File: config.mk
export PLATFORM = sky130hd
export DESIGN_NAME = run_ctrl_flat
export DESIGN_NICKNAME = d
export VERILOG_FILES = /design/src/rtl/run_if.sv /design/src/rtl/run_ctrl.sv /design/src/flat_wrapper.sv
export SDC_FILE = /design/constraint.sdc
export NUM_CORES = 1
export LEC_CHECK = 0
export CAP_MARGIN = 40
export CORE_ASPECT_RATIO = 0.6
export CORE_MARGIN = 1.5
export CORE_UTILIZATION = 44
export DETAILED_ROUTE_END_ITERATION = 8
export HOLD_SLACK_MARGIN = 0.1
export MAX_ROUTING_LAYER = met4
export PLACE_DENSITY = 0.79
export SLEW_MARGIN = 0
export SYNTH_ARGS = -nofsm -noshare
export SYNTH_HDL_FRONTEND = slang
export SYNTH_SLANG_ARGS = --single-unit
File: constraint.sdc
create_clock -name CLK -period 2 [get_ports CLK]
set_input_delay 0.4 -clock CLK [delete_from_list [all_inputs] [get_ports CLK]]
set_output_delay 0.4 -clock CLK [all_outputs]
set_load 0.05 [all_outputs]
File: src/rtl/run_if.sv
// run_if: command/status bundle between a run controller and its user.
// master drives start/abort/halt; slave reports DUT reset and run outcome.
interface run_if #(
  parameter int PC_W   = 32,
  parameter int NUM_CH = 2,
  parameter int CNT_W  = 16
);
  logic              start;
  logic              abort;
  logic              halt_valid;
  logic [PC_W-1:0]   halt_pc;
  logic [NUM_CH-1:0] dut_rst_n;
  logic              running;
  logic              done;
  logic              halted;
  logic              timeout;
  logic [CNT_W-1:0]  cycle_count;

  modport master (
    output start, abort, halt_valid, halt_pc,
    input  dut_rst_n, running, done, halted, timeout, cycle_count
  );

  modport slave (
    input  start, abort, halt_valid, halt_pc,
    output dut_rst_n, running, done, halted, timeout, cycle_count
  );
endinterface

File: src/rtl/run_ctrl.sv
// run_ctrl: staggered multi-channel DUT reset, then a bounded run ending on
// halt-PC match or cycle budget. Ports: CLK, RST (sync, active-low), bus (run_if.slave).
module run_ctrl #(
  parameter int              RST_CYCLES = 2,
  parameter int              NUM_CH     = 2,
  parameter int              STAGGER    = 1,
  parameter int              RUN_CYCLES = 20,
  parameter int              PC_W       = 32,
  parameter logic [PC_W-1:0] HALT_ADDR  = PC_W'(32'h0000_0040),
  parameter int              CNT_W      = 16,
  parameter int              AUTO_START = 1
) (
  input  logic CLK,
  input  logic RST,
  run_if.slave bus
);

  typedef enum logic [2:0] {
    S_IDLE,
    S_ASSERT,
    S_RELEASE,
    S_RUN,
    S_DONE
  } state_t;

  localparam int LAST = RST_CYCLES + (NUM_CH - 1) * STAGGER;
  localparam int SW   = $clog2(LAST + 1) + 1;
  localparam logic [CNT_W-1:0] TO_LAST = CNT_W'(RUN_CYCLES - 1);

  state_t            st, nx;
  logic [SW-1:0]     seq_q, seq_d, seq_nx;
  logic [31:0]       seq_ext;
  logic [NUM_CH-1:0] dut_q, dut_d;
  logic [CNT_W-1:0]  cc_q, cc_d;
  logic              run_q, done_q, hlt_q, to_q;
  logic              hlt_d, to_d;
  logic              go, halt_hit, to_hit, abort_hit;

  // seq counts edges since ASSERT entry; seq_nx is its value after this edge
  assign seq_nx    = seq_q + SW'(1);
  assign seq_ext   = 32'(seq_nx);
  assign go        = bus.start || (AUTO_START != 0);
  assign halt_hit  = bus.halt_valid && (bus.halt_pc == HALT_ADDR);
  assign to_hit    = (RUN_CYCLES != 0) && (cc_q == TO_LAST);
  assign abort_hit = bus.abort && (st != S_IDLE);

  always_ff @(posedge CLK) begin
    if (!RST) begin
      st     <= S_IDLE;
      seq_q  <= '0;
      dut_q  <= '0;
      cc_q   <= '0;
      run_q  <= 1'b0;
      done_q <= 1'b0;
      hlt_q  <= 1'b0;
      to_q   <= 1'b0;
    end else begin
      st     <= nx;
      seq_q  <= seq_d;
      dut_q  <= dut_d;
      cc_q   <= cc_d;
      run_q  <= (nx == S_RUN);
      done_q <= (nx == S_DONE);
      hlt_q  <= hlt_d;
      to_q   <= to_d;
    end
  end

  always_comb begin
    nx = st;
    if (abort_hit) begin
      nx = S_IDLE;
    end else begin
      unique case (st)
        S_IDLE:
          if (go) nx = S_ASSERT;
        S_ASSERT, S_RELEASE:
          if (seq_ext >= 32'(LAST)) nx = S_RUN;
          else if (seq_ext >= 32'(RST_CYCLES)) nx = S_RELEASE;
        S_RUN:
          if (halt_hit || to_hit) nx = S_DONE;
        S_DONE:
          if (bus.start) nx = S_ASSERT;
        default:
          nx = S_IDLE;
      endcase
    end
  end

  always_comb begin
    seq_d = seq_q;
    dut_d = dut_q;
    cc_d  = cc_q;
    hlt_d = hlt_q;
    to_d  = to_q;
    if (abort_hit) begin
      dut_d = '0;
      hlt_d = 1'b0;
      to_d  = 1'b0;
    end else begin
      unique case (st)
        S_IDLE: begin
          dut_d = '0;
          if (go) begin
            seq_d = '0;
            cc_d  = '0;
            hlt_d = 1'b0;
            to_d  = 1'b0;
          end
        end
        S_ASSERT, S_RELEASE: begin
          seq_d = seq_nx;
          for (int k = 0; k < NUM_CH; k++)
            if (seq_ext >= 32'(RST_CYCLES + k * STAGGER))
              dut_d[k] = 1'b1;
        end
        S_RUN: begin
          if (cc_q != '1) cc_d = cc_q + CNT_W'(1);
          // halt outranks a coincident timeout
          if (halt_hit) hlt_d = 1'b1;
          else if (to_hit) to_d = 1'b1;
        end
        S_DONE: begin
          if (bus.start) begin
            dut_d = '0;
            seq_d = '0;
            cc_d  = '0;
            hlt_d = 1'b0;
            to_d  = 1'b0;
          end
        end
        default: dut_d = '0;
      endcase
    end
  end

  assign bus.dut_rst_n   = dut_q;
  assign bus.running     = run_q;
  assign bus.done        = done_q;
  assign bus.halted      = hlt_q;
  assign bus.timeout     = to_q;
  assign bus.cycle_count = cc_q;

endmodule

File: src/flat_wrapper.sv
// flat-port wrapper written by rule: the top's interface ports become plain ports
module run_ctrl_flat 
#(
  parameter int              RST_CYCLES = 2,
  parameter int              NUM_CH     = 2,
  parameter int              STAGGER    = 1,
  parameter int              RUN_CYCLES = 20,
  parameter int              PC_W       = 32,
  parameter logic [PC_W-1:0] HALT_ADDR  = PC_W'(32'h0000_0040),
  parameter int              CNT_W      = 16,
  parameter int              AUTO_START = 1
)
  (CLK, RST, bus_start, bus_abort, bus_halt_valid, bus_halt_pc, bus_dut_rst_n, bus_running, bus_done, bus_halted, bus_timeout, bus_cycle_count);
  run_if #(.PC_W(PC_W), .NUM_CH(NUM_CH), .CNT_W(CNT_W)) bus_i ();
  input  logic CLK;
  input  logic RST;
  input wire logic [$bits(bus_i.start)-1:0] bus_start;
  input wire logic [$bits(bus_i.abort)-1:0] bus_abort;
  input wire logic [$bits(bus_i.halt_valid)-1:0] bus_halt_valid;
  input wire logic [$bits(bus_i.halt_pc)-1:0] bus_halt_pc;
  output wire logic [$bits(bus_i.dut_rst_n)-1:0] bus_dut_rst_n;
  output wire logic [$bits(bus_i.running)-1:0] bus_running;
  output wire logic [$bits(bus_i.done)-1:0] bus_done;
  output wire logic [$bits(bus_i.halted)-1:0] bus_halted;
  output wire logic [$bits(bus_i.timeout)-1:0] bus_timeout;
  output wire logic [$bits(bus_i.cycle_count)-1:0] bus_cycle_count;
  assign bus_i.start = bus_start;
  assign bus_i.abort = bus_abort;
  assign bus_i.halt_valid = bus_halt_valid;
  assign bus_i.halt_pc = bus_halt_pc;
  assign bus_dut_rst_n = bus_i.dut_rst_n;
  assign bus_running = bus_i.running;
  assign bus_done = bus_i.done;
  assign bus_halted = bus_i.halted;
  assign bus_timeout = bus_i.timeout;
  assign bus_cycle_count = bus_i.cycle_count;
  run_ctrl #(.RST_CYCLES(RST_CYCLES), .NUM_CH(NUM_CH), .STAGGER(STAGGER), .RUN_CYCLES(RUN_CYCLES), .PC_W(PC_W), .HALT_ADDR(HALT_ADDR), .CNT_W(CNT_W), .AUTO_START(AUTO_START)) u_core (.CLK(CLK), .RST(RST), .bus(bus_i));
endmodule
; ---- Word-level counts from Yosys, hierarchy flattened
; Cells that the tools add are included.
[word_totals]
regBits = 28
in_bits = 37
out_inout_bits = 22
elab_cells = 68
[op_classes]
add_sub_neg = 2
order_cmp = 2
n_eq_ne = 16
mux = 21
n_bitwise = 3
n_reduce_logical = 15
[op_table]
columns = operator, count
row1 = $pmux W16 S3, 1
row2 = $eq A32 B7 Y1 const B, 1
row3 = $mux W16, 2
row4 = $mux W3, 6
row5 = $add A16 B1 Y16 const B, 1
row6 = $eq A16 B5 Y1 const B, 1
row7 = $ne A16 B16 Y1 const B, 1
row8 = $pmux W3 S4, 1
row9 = $reduce_and A3 Y1, 4
row10 = $ne A2 B1 Y1 const B, 5
row11 = $eq A3 B2 Y1 const B, 3
row12 = $pmux W3 S3, 1
row13 = $reduce_bool A3 Y1, 3
row14 = $reduce_and A4 Y1, 2
row15 = $eq A3 B3 Y1 const B, 2
row16 = $ge A3 B2 Y1 const B, 2
row17 = $mux W1, 6
row18 = $pmux W1 S3, 2
row19 = $pmux W2 S3, 1
row20 = $ne A2 B2 Y1 const B, 2
row21 = $reduce_or A2 Y1, 2
row22 = $add A3 B1 Y3 const B, 1
row23 = $eq A3 B1 Y1 const B, 1
row24 = $logic_not A3 Y1, 1
row25 = other kinds (4), 7

; ---- Depth between registers and ports, before layout
[logic_depth]
depth_word = 7
depth_mapped = 7
mapped_depth_nobuf = 7

; ---- Least setup slack after synthesis
; Ideal clock, no wire load.
[synth_path]
path_type = register -> register
start = register u_core.cc_q[0] (netlist: u_core.bus.cycle_count[0])
end = register u_core.cc_q[11] (netlist: u_core.bus.cycle_count[11])
setup_time_ns = 0.070
arrival_ns = 1.905
required_ns = 1.930
slack_ns = 0.025
stages_incl_launch_ff = 7
path_buffers = 1
synth_period_minus_slack_ns = 1.975
cell_sequence = dfxtp_1 > ha_1 > and3_4 > and4_4 > buf_6 > or4_1 > a21oi_1
[synth_between]
elab_chain_len = 3
elab_cells_between_ends = 6
cone_classes = add/sub (1) / eq/ne (2) / mux (2) / reduce/logical (1)
[synth_lines]
columns = element, line_no
row1 = "start, declared", run_ctrl.sv:34  ; logic [CNT_W-1:0] cc_q, cc_d;
row2 = "start signal, assigned", run_ctrl.sv:52  ; cc_q <= '0;
row3 = "start signal, assigned", run_ctrl.sv:61  ; cc_q <= cc_d;
row4 = $add A16 B1 Y16 or $ne A16 B16 Y1 (tied branches), run_ctrl.sv:118  ; if (cc_q != '1) cc_d = cc_q + CNT_W'(1);
row5 = $mux W16 or $ne A2 B1 Y1 (tied branches), --
row6 = $pmux W16 S3 or $reduce_and A4 Y1 (tied branches), --
; Several ways; a longest one is shown, not always the timed one. The select of a mux whose other input is x is not followed.
; A chain may end at the register's enable or synchronous reset.

; ---- Worst setup path after layout
[layout_path]
start = register u_core.cc_q[9] (netlist: u_core.bus.cycle_count[9])
end = output bus_cycle_count[9]
[layout_rtl]
columns = element, line_no
row1 = "end, declared", flat_wrapper.sv:26  ; output wire logic [$bits(bus_i.cycle_count)-1:0] bus_cycle_count;
; No word-level cell between the ends.

==> metrics <==
run status=finished clean; syn_area_per_cell=8.31 um2; Tmin final=1930 ps; vias in the first global route=1,505; flops & latches, synth=28; DRC Markers=0; DP Area=2340 um2; Die Span X=81.5 um; maxcap violations=0; worst endpoint required time=1600 ps; Initial DRT Pass Iterations=5; drt wl/cell=15.0 um; CP Max Fanout=6; total number of vias=1,770; endpoints failing hold=0; Fillers=241; CORE AREA=3380 um2; CP max stage delay=830 ps; synthesized area=1630 um2; CTS tree=yes; placer congestion estimate=0.921; GRT overflow=0; setup tns final=0 ps; syn nets=237; Setup Buffers After CTS=0; Final setup viols=0; global-route wire length before repair=7450 um; unrepaired setup endpoints after global routing=no; Fmax achieved=518 MHz; CTS Root Cell=clkbuf_8; Netlist cell types=48; full die area=4090 um2; crit path kind=flop to output pin; sequential share of the synthesized area=34.4%; fin worst setup slack=69.4 ps; clock sink total=28; most frequent cells in the layout=clkdlybuf4s50_1 (49), dfxtp_1 (26), buf_4 (19); FP Rows=16; Synth-to-Final Area Change=50.2%; hpwl dp=3720 um; CTS Hold Bufs=0; HP Class=flop to flop; CP cell instances=clkdlybuf4s50_1; CP Launch Type=flop; number of synthesized flops with an enable pin=0; Mapped Cells=196; nets=310; Ant. Diodes=0; share of cells above drive strength 1=16.0%; pre-CTS WS=-227 ps; worst path buffer plus inverter count=1; Slew Viols, Final=0; Slew headroom=62.5%; CP top delay family=buffers and inverters; clk_lat worst skew=280 ps; Multi-input gate area=1000 um2; Cell Pwr Density=768 nW/um2; actual slew at the worst max-slew pin=558 ps; slowest library cell on the worst path=clkdlybuf4s50_1; clock skew=12.1 ps; nature of the critical path endpoint=output pin; most common cell after layout, fill and taps aside=clkdlybuf4s50_1; top_reg_cell synth=dfxtp_1; post-route ant nets=0; P_leak=0.000973 uW; Max H-tree Level=1; Port Buffers=58; initial drt markers=144; clk slew on worst S/H paths=100 ps; GRT Overall Usage=24.6%; via/cell ratio=5.65; largest net degree at the start of global routing=17; Final period util=96.5%; die span in y=50.1 um; register area=563 um2; initial antenna violation count=0; routed wire length=4710 um; initial cell density of the core=48.1%; Peak VDD IR=516 uV; Num CTS Buffers=3; Crit path arrival time=1530 ps; async set or reset register ratio after synthesis=0%; worst-case clock buffer depth=2; Ports=59; post-route cell area=2440 um2; Ys Warns=0
## cells in the mapped netlist (2+ instances only)
cell / instances / share of area [%]
dfxtp_1: 28 / 34
a21oi_1: 18 / 5.5
o21ai_0: 14 / 4.3
or3_1: 13 / 5.0
nand2_1: 12 / 2.8
inv_1: 10 / 2.3
nand3_1: 9 / 2.8
nand4_1: 7 / 2.7
nor2_1: 7 / 1.6
nor4_1: 7 / 2.7
o31ai_1: 7 / 3.2
nand2b_1: 6 / 2.3
nor3_1: 5 / 1.5
ha_1: 4 / 3.1
or4_1: 4 / 1.8
a311oi_1: 3 / 1.6
a31oi_1: 2 / 0.77
and2_1: 2 / 0.77
and3_1: 2 / 0.77
and4_4: 2 / 1.4
buf_6: 2 / 1.4
clkbuf_1: 2 / 0.46
mux2i_1: 2 / 1.2
nor4b_1: 2 / 1.1
o211ai_1: 2 / 0.92
xor2_1: 2 / 1.1
## registers in the layout (all words and copies together), names as in the netlist
signal / flops
u_core.bus.halted: 1
u_core.st: 3
u_core.bus.running: 1
u_core.bus.dut_rst_n: 2
u_core.bus.done: 1
u_core.bus.cycle_count: 16
u_core.bus.timeout: 1
u_core.seq_q: 3
## worst paths after layout
path,startpoint,endpoint,slack [ps],cells past startpoint
min reg2reg,u_core.bus.dut_rst_n[0],u_core.bus.dut_rst_n[0],450,2
max,u_core.bus.cycle_count[9],bus_cycle_count[9],70,1
min,u_core.bus.dut_rst_n[0],u_core.bus.dut_rst_n[0],450,2
max reg2reg,u_core.st[2],u_core.bus.cycle_count[4],140,6
## final cells by class
type,count,area share [%]
timing repair buffer,74,29.3
multi-input combinational,152,40.9
inverter,10,1.54
sequential,28,23.0
clock buffer,3,1.69
clock inverter,1,1.23
tap,45,2.30
## kinds of logic (layout without fill, tap and decap cells)
group | after synthesis | in the layout | share of synthesized area [%]
adder cells (fa/ha/maj) | 4 | 4 | 3.07
flip-flops | 28 | 28 | 34.4
multiplexers | 3 | 3 | 1.92
AND/OR/NAND/NOR | 90 | 90 | 33.5
buffers and inverters | 16 | 88 | 4.92
AO/OA/AOI/OAI | 53 | 53 | 21.1
XOR/XNOR | 2 | 2 | 1.08
## stage by stage
step | util (%) | cells | hold slack [ps] | power (uW)
after floorplan | - | 196 | 469 | 1120
after global placement | 69.3 | 309 | 442 | 1400
after detailed placement | 69.3 | 309 | 449 | 1410
after CTS | 71.4 | 313 | 462 | 1870
after global routing | 72.3 | 313 | 475 | 1970
final | 72.3 | 313 | 455 | 1880
## where the power goes
part | switching, uW | internal (uW)
clock | 179 | 268
combinational | 399 | 362
sequential | 69.5 | 601
## per-layer routing
| metal | up-vias | global-route usage, % | share of wire (%) |
|---|---|---|---|
| li1 | 885 | - | - |
| met1 | 827 | 39.9 | 54 |
| met2 | 56 | 30.3 | 40 |
| met3 | 2 | 4.63 | 5.5 |
| met4 | 0 | 4.02 | 0.17 |
| met5 | - | - | 0 |
## timing repair
| action | 4_1_cts | 5_1_grt |
|---|---|---|
| setup endpoints to repair | 0 | 21 |
| gates resized for setup | 0 | 9 |
| hold endpoints to repair | 0 | 0 |
Note: power is estimated with default switching activity, not from simulation.
==> patch 1, RTL diff (same flow settings) <==
Reset style: asynchronous (`RST`), changed in one clocked block.
--- a/src/rtl/run_ctrl.sv
+++ b/src/rtl/run_ctrl.sv
@@ -44,7 +44,7 @@
   assign to_hit    = (RUN_CYCLES != 0) && (cc_q == TO_LAST);
   assign abort_hit = bus.abort && (st != S_IDLE);
 
-  always_ff @(posedge CLK) begin
+  always_ff @(posedge CLK or negedge RST) begin
     if (!RST) begin
       st     <= S_IDLE;
       seq_q  <= '0;
Formal check against the unedited RTL: differs if RST is asserted again (counterexample within 4 cycles, from zero or initial values and one cycle with RST low); with RST held inactive, the same outputs for 10 cycles.
==> patch 1 against the original RTL <==
Wire length is 3.0% higher. Worst setup slack got worse by 8.1 ps. Non-clock buffer count increased by 12. Sequential cell count is the same. Design area is 9.2% higher. Power increased by 25%. Worst hold slack improved by 31 ps. Area after synthesis up 7.7%.
==> patch 1: results (changes against the original RTL) <==
STA
  • Count of final setup violators: 0 (unchanged)
  • Worst slew pin tran: 509.0 ps (-48.63 ps)
  • Fin worst setup slack: 61.30 ps (-8.138 ps)
  • Fin. max-slew vios: 0 (unchanged)
  • Final Skew: 6.064 ps (-6.023 ps)

Layout
  • Layout cells sized above 1: 25.55% (+9.5 points)

Global route
  • Global-route wire length before repair: 8.342 mm (+12%)
  • Largest net degree at the start of global routing: 29 (+12)
  • Global router's overall resource usage: 25.00% (+0.43 points)
  • Antenna violations before repair: 0 (unchanged)
  • Number of global-route vias before repair: 1767 (+17%)

Synth
  • Cell count after synthesis: 191 (-2.6%)
  • Synthesized Nets: 232 (-2.1%)
  • Sequential share of the synthesized area: 39.97% (+5.5 points)
  • Largest cells by area after synthesis: dfrtp_1, xor2_1, nor2_1
  • Distinct cell type count of the synthesized netlist: 46 (-4.2%)
  • Fraction of registers with async set/reset: 100.0% (+100 points)

Status
  • Outcome: finished, final reports clean

Clock network
  • H-Tree Depth: 1 (unchanged)

Drt
  • Vias/cell: 5.735 (+1.4%)
  • DRT iter0 DRCs: 132 (-8.3%)
  • Drt first pass iters: 4 (-1)
  • WL/cell: 15.10 µm (+0.41%)

Worst hold path
  • Hold/Removal Path Class: primary input to async pin

Setup path
  • Crit Path Max Fanout: 5 (-1)

Placement
  • Pre-CTS setup slack: -397.7 ps (-170.6 ps)
  • Hpwl dp: 3.902 mm (+4.8%)
  • Placed cell count: 317 (+2.6%)

Pwr
  • Leak Pwr: 0.001179 µW (+21%)
  • Worst ir drop on vdd: 0.0006265 V (+21%)
==> patch 1: cell types whose count changed in the layout (fill, tap and decap cells not counted), moves of 11 or more <==
cell	before	now
dfxtp_1	26	0
dfrtp_1	0	15
buf_4	19	32
dfrtp_2	0	13
nor2_1	7	20
a21oi_1	18	7
==> patch 1: cell families (layout without fill, tap and decap cells) <==
| logic type | after synthesis | after routing | share of synthesized area, % |
|---|---|---|---|
| xor+xnor | 10 | 10 | 4.996 |
| fa+ha+maj | 7 | 7 | 4.568 |
| simple gates | 95 | 95 | 31.19 |
| compound gates | 38 | 38 | 14.70 |
| buf+inv | 13 | 96 | 4.567 |
| flops | 28 | 28 | 39.97 |
==> patch 1: final timing paths <==
path	startpoint	end
worst max-delay path	u_core.bus.cycle_count[6]	bus_cycle_count[6]
worst min-delay path	RST	u_core.seq_q[1]
worst max register to register	u_core.st[1]	u_core.bus.cycle_count[7]
worst min register to register	u_core.bus.halted	u_core.bus.halted
max in group asynchronous	RST	u_core.bus.cycle_count[10]
min in group CLK	bus_abort	u_core.st[2]
==> patch 1: report_power, final <==
part | internal [µW] | total, µW | switching, µW
Clock | 176 | 352 | 176
Combinational | 540 | 1250 | 710
Sequential | 645 | 750 | 105
==> patch 1: area by class of cell <==
type / instances / area [µm²]
fill: 302 / 1074
multi-input combinational: 150 / 1020
timing repair buffer: 86 / 797.0
sequential: 28 / 716.9
tap: 47 / 58.81
clock buffer: 4 / 55.05
inverter: 6 / 22.52
==> patch 1: per-stage QoR <==
step	TNS, ps	hold slack (ps)	cell area [µm²]	total power, µW
floorplan	0	104.4	1780	1513
global placement	-4838	495.1	2569	1911
detailed placement	-6159	493.6	2569	1943
CTS	0	509.4	2630	2311
global route	-3.710	486.8	2670	2520
finish	0	485.5	2670	2352
==> patch 1: timing repair <==
action                     in CTS  in global routing
resized for setup               5                 11
pin swaps                       0                  3
setup endpoints to repair      14                 17
==> patch 1: routing by layer <==
layer,share of wire (%),up-vias,GRT usage (%)
met2,43,89,38.10
met1,49,872,36.26
met4,0.70,0,4.301
met3,7.6,4,3.810
li1,-,876,-
met5,0,-,-
==> patch 2, RTL diff (same flow settings) <==
Without the edit above. `AUTO_START` is set to 1 in 2 places; all go to 0.
--- a/src/rtl/run_ctrl.sv
+++ b/src/rtl/run_ctrl.sv
@@ -8,7 +8,7 @@
   parameter int              PC_W       = 32,
   parameter logic [PC_W-1:0] HALT_ADDR  = PC_W'(32'h0000_0040),
   parameter int              CNT_W      = 16,
-  parameter int              AUTO_START = 1
+  parameter int              AUTO_START = 0
 ) (
   input  logic CLK,
   input  logic RST,
--- a/src/flat_wrapper.sv
+++ b/src/flat_wrapper.sv
@@ -8,7 +8,7 @@
   parameter int              PC_W       = 32,
   parameter logic [PC_W-1:0] HALT_ADDR  = PC_W'(32'h0000_0040),
   parameter int              CNT_W      = 16,
-  parameter int              AUTO_START = 1
+  parameter int              AUTO_START = 0
 )
   (CLK, RST, bus_start, bus_abort, bus_halt_valid, bus_halt_pc, bus_dut_rst_n, bus_running, bus_done, bus_halted, bus_timeout, bus_cycle_count);
   run_if #(.PC_W(PC_W), .NUM_CH(NUM_CH), .CNT_W(CNT_W)) bus_i ();
Behaviour: not the same (a bounded check fails within 4 cycles, from zero or initial values and one cycle with RST low).
==> patch 2 against the original RTL <==
Area after synthesis grew 4.0%. Sequential power shrank 3.7%. Count of clock-buffer cells in the layout is the same. Die area grew 3.8%. First-iteration DRC count grew 27%. Power shrank 5.2%. Wire length grew 11%. Clock skew shrank 9.6 ps. Sequential cell count is the same. Worst setup slack lost 44 ps. Design area grew 4.7%. Critical path type is now primary input to flip-flop. Largest cell class unchanged.
==> patch 2: results (changes against the original RTL) <==
Drt
  • Routed vias: 1945 (+9.9%)
  • Vias/cell: 5.894 (+4.2%)
  • Met2 WL post-DR: 2.129 mm (+12%)
  • Post-Route M1 WL: 2.642 mm (+4.1%)
  • DRT iter0 DRCs: 183 (+27%)
  • WL met3: 420 µm (+63%)
  • WL/cell: 15.81 µm (+5.1%)
  • Highest metal used: met4

Global route
  • Global router's overall resource usage: 25.62% (+1.1 points)
  • GR met2 Demand/Resource: 36.04% (+5.7 points)
  • Largest net degree at the start of global routing: 15 (-2)
  • Met1 global-route usage: 37.54% (-2.4 points)
  • Met3 Use GR: 6.785% (+2.2 points)
  • Global-route wire length before repair: 8.411 mm (+13%)

STA
  • Max Clock Freq: 506.4 MHz (-2.2%)
  • Final Skew: 2.511 ps (-9.576 ps)
  • Worst slew pin tran: 506.2 ps (-51.39 ps)

Synth
  • Sequential share of the synthesized area: 33.11% (-1.3 points)
  • Synthesized Nets: 253 (+6.8%)
  • Synth cell count leaders: dfxtp_1, nor2_1, a21oi_1, nand2_1, o21ai_0
  • Cell count after synthesis: 212 (+8.2%)
  • Area fraction in compound gates after synthesis: 23.65% (+2.6 points)
  • Multiplexer share of the synthesized area: 0.5913% (-1.3 points)
  • Adder-cell share of the synthesized area: 2.956% (-0.12 points)
  • Post-synthesis xor/xnor area fraction: 0.5174% (-0.56 points)

Pwr
  • Internal: 1121 µW (-8.9%)
  • Leak Pwr: 0.001045 µW (+7.4%)
  • Worst ir drop on vdd: 0.0005648 V (+9.5%)

Setup path
  • FF-to-FF End: u_core.bus.timeout
  • WP data arrival: 2160 ps (+630 ps)
  • Worst setup path end: u_core.st[2]
  • Critical Path Start: bus_halt_pc[15]
  • Worst flop-to-flop path startpoint: u_core.bus.cycle_count[0]
  • R2R setup slack: 70 ps (-70 ps)

Placement
  • Hpwl dp: 3.922 mm (+5.3%)
  • Gp weighted congestion: 0.9543 (+3.6%)

Status
  • Outcome: finished, final reports clean

Clock network
  • CTS root buffer: clkbuf_8

Layout
  • Fin nets: 326 (+5.2%)
  • Layout cells sized above 1: 17.67% (+1.6 points)

Die
  • Std cell rows: 17 (+1)
## patch 2: changes by cell type after synthesis, moves of 3 or more
cell / before / now
and4_1: 1 / 4
nor2_1: 7 / 17
inv_1: 10 / 5
o31ai_1: 7 / 1
or3_1: 13 / 7
nand3b_1: 0 / 4
clkbuf_1: 2 / 7
o211ai_1: 2 / 6
## patch 2: worst min path at each step
stage               slack [ps]               startpoint                      end  cells past startpoint
floorplan                  480          u_core.seq_q[1]          u_core.seq_q[1]                      2
global placement           440  u_core.bus.dut_rst_n[0]  u_core.bus.dut_rst_n[0]                      2
detailed placement         440  u_core.bus.dut_rst_n[0]  u_core.bus.dut_rst_n[0]                      2
CTS                        450  u_core.bus.dut_rst_n[0]  u_core.bus.dut_rst_n[0]                      2
global route               480  u_core.bus.dut_rst_n[0]  u_core.bus.dut_rst_n[0]                      2
finish                     450  u_core.bus.dut_rst_n[0]  u_core.bus.dut_rst_n[0]                      2
## patch 2: repair_timing
item / CTS / global route
setup buffers: 0 / 0
gates resized for setup: 6 / 17
endpoints found under the setup margin: 15 / 16
pin swaps: 1 / 8
hold endpoints to repair: 0 / 0
## patch 2: power by group through the flow
stage                     registers (µW)  clock network (µW)  logic (µW)
after floorplan                      678                   0         479
after global placement               654                   0         787
after detailed placement             656                   0         798
after CTS                            644                 311         815
after global routing                 651                 342         919
final                                646                 303         832
## patch 2: area by class of cell
class | count | area [µm²]
clock buffers | 3 | 41.29
fillers | 316 | 1120
inverters | 5 | 18.77
multi-input cells | 168 | 1135
flip-flops and latches | 28 | 560.5
well taps | 47 | 58.81
repair buffers | 79 | 745.7
## patch 2: critical path: stages
cell and delay [ps]:
clkdlybuf4s50_1 430, nor4_2 320, nand4_1 130, or4_4 520, buf_6 150, a311oi_2 200
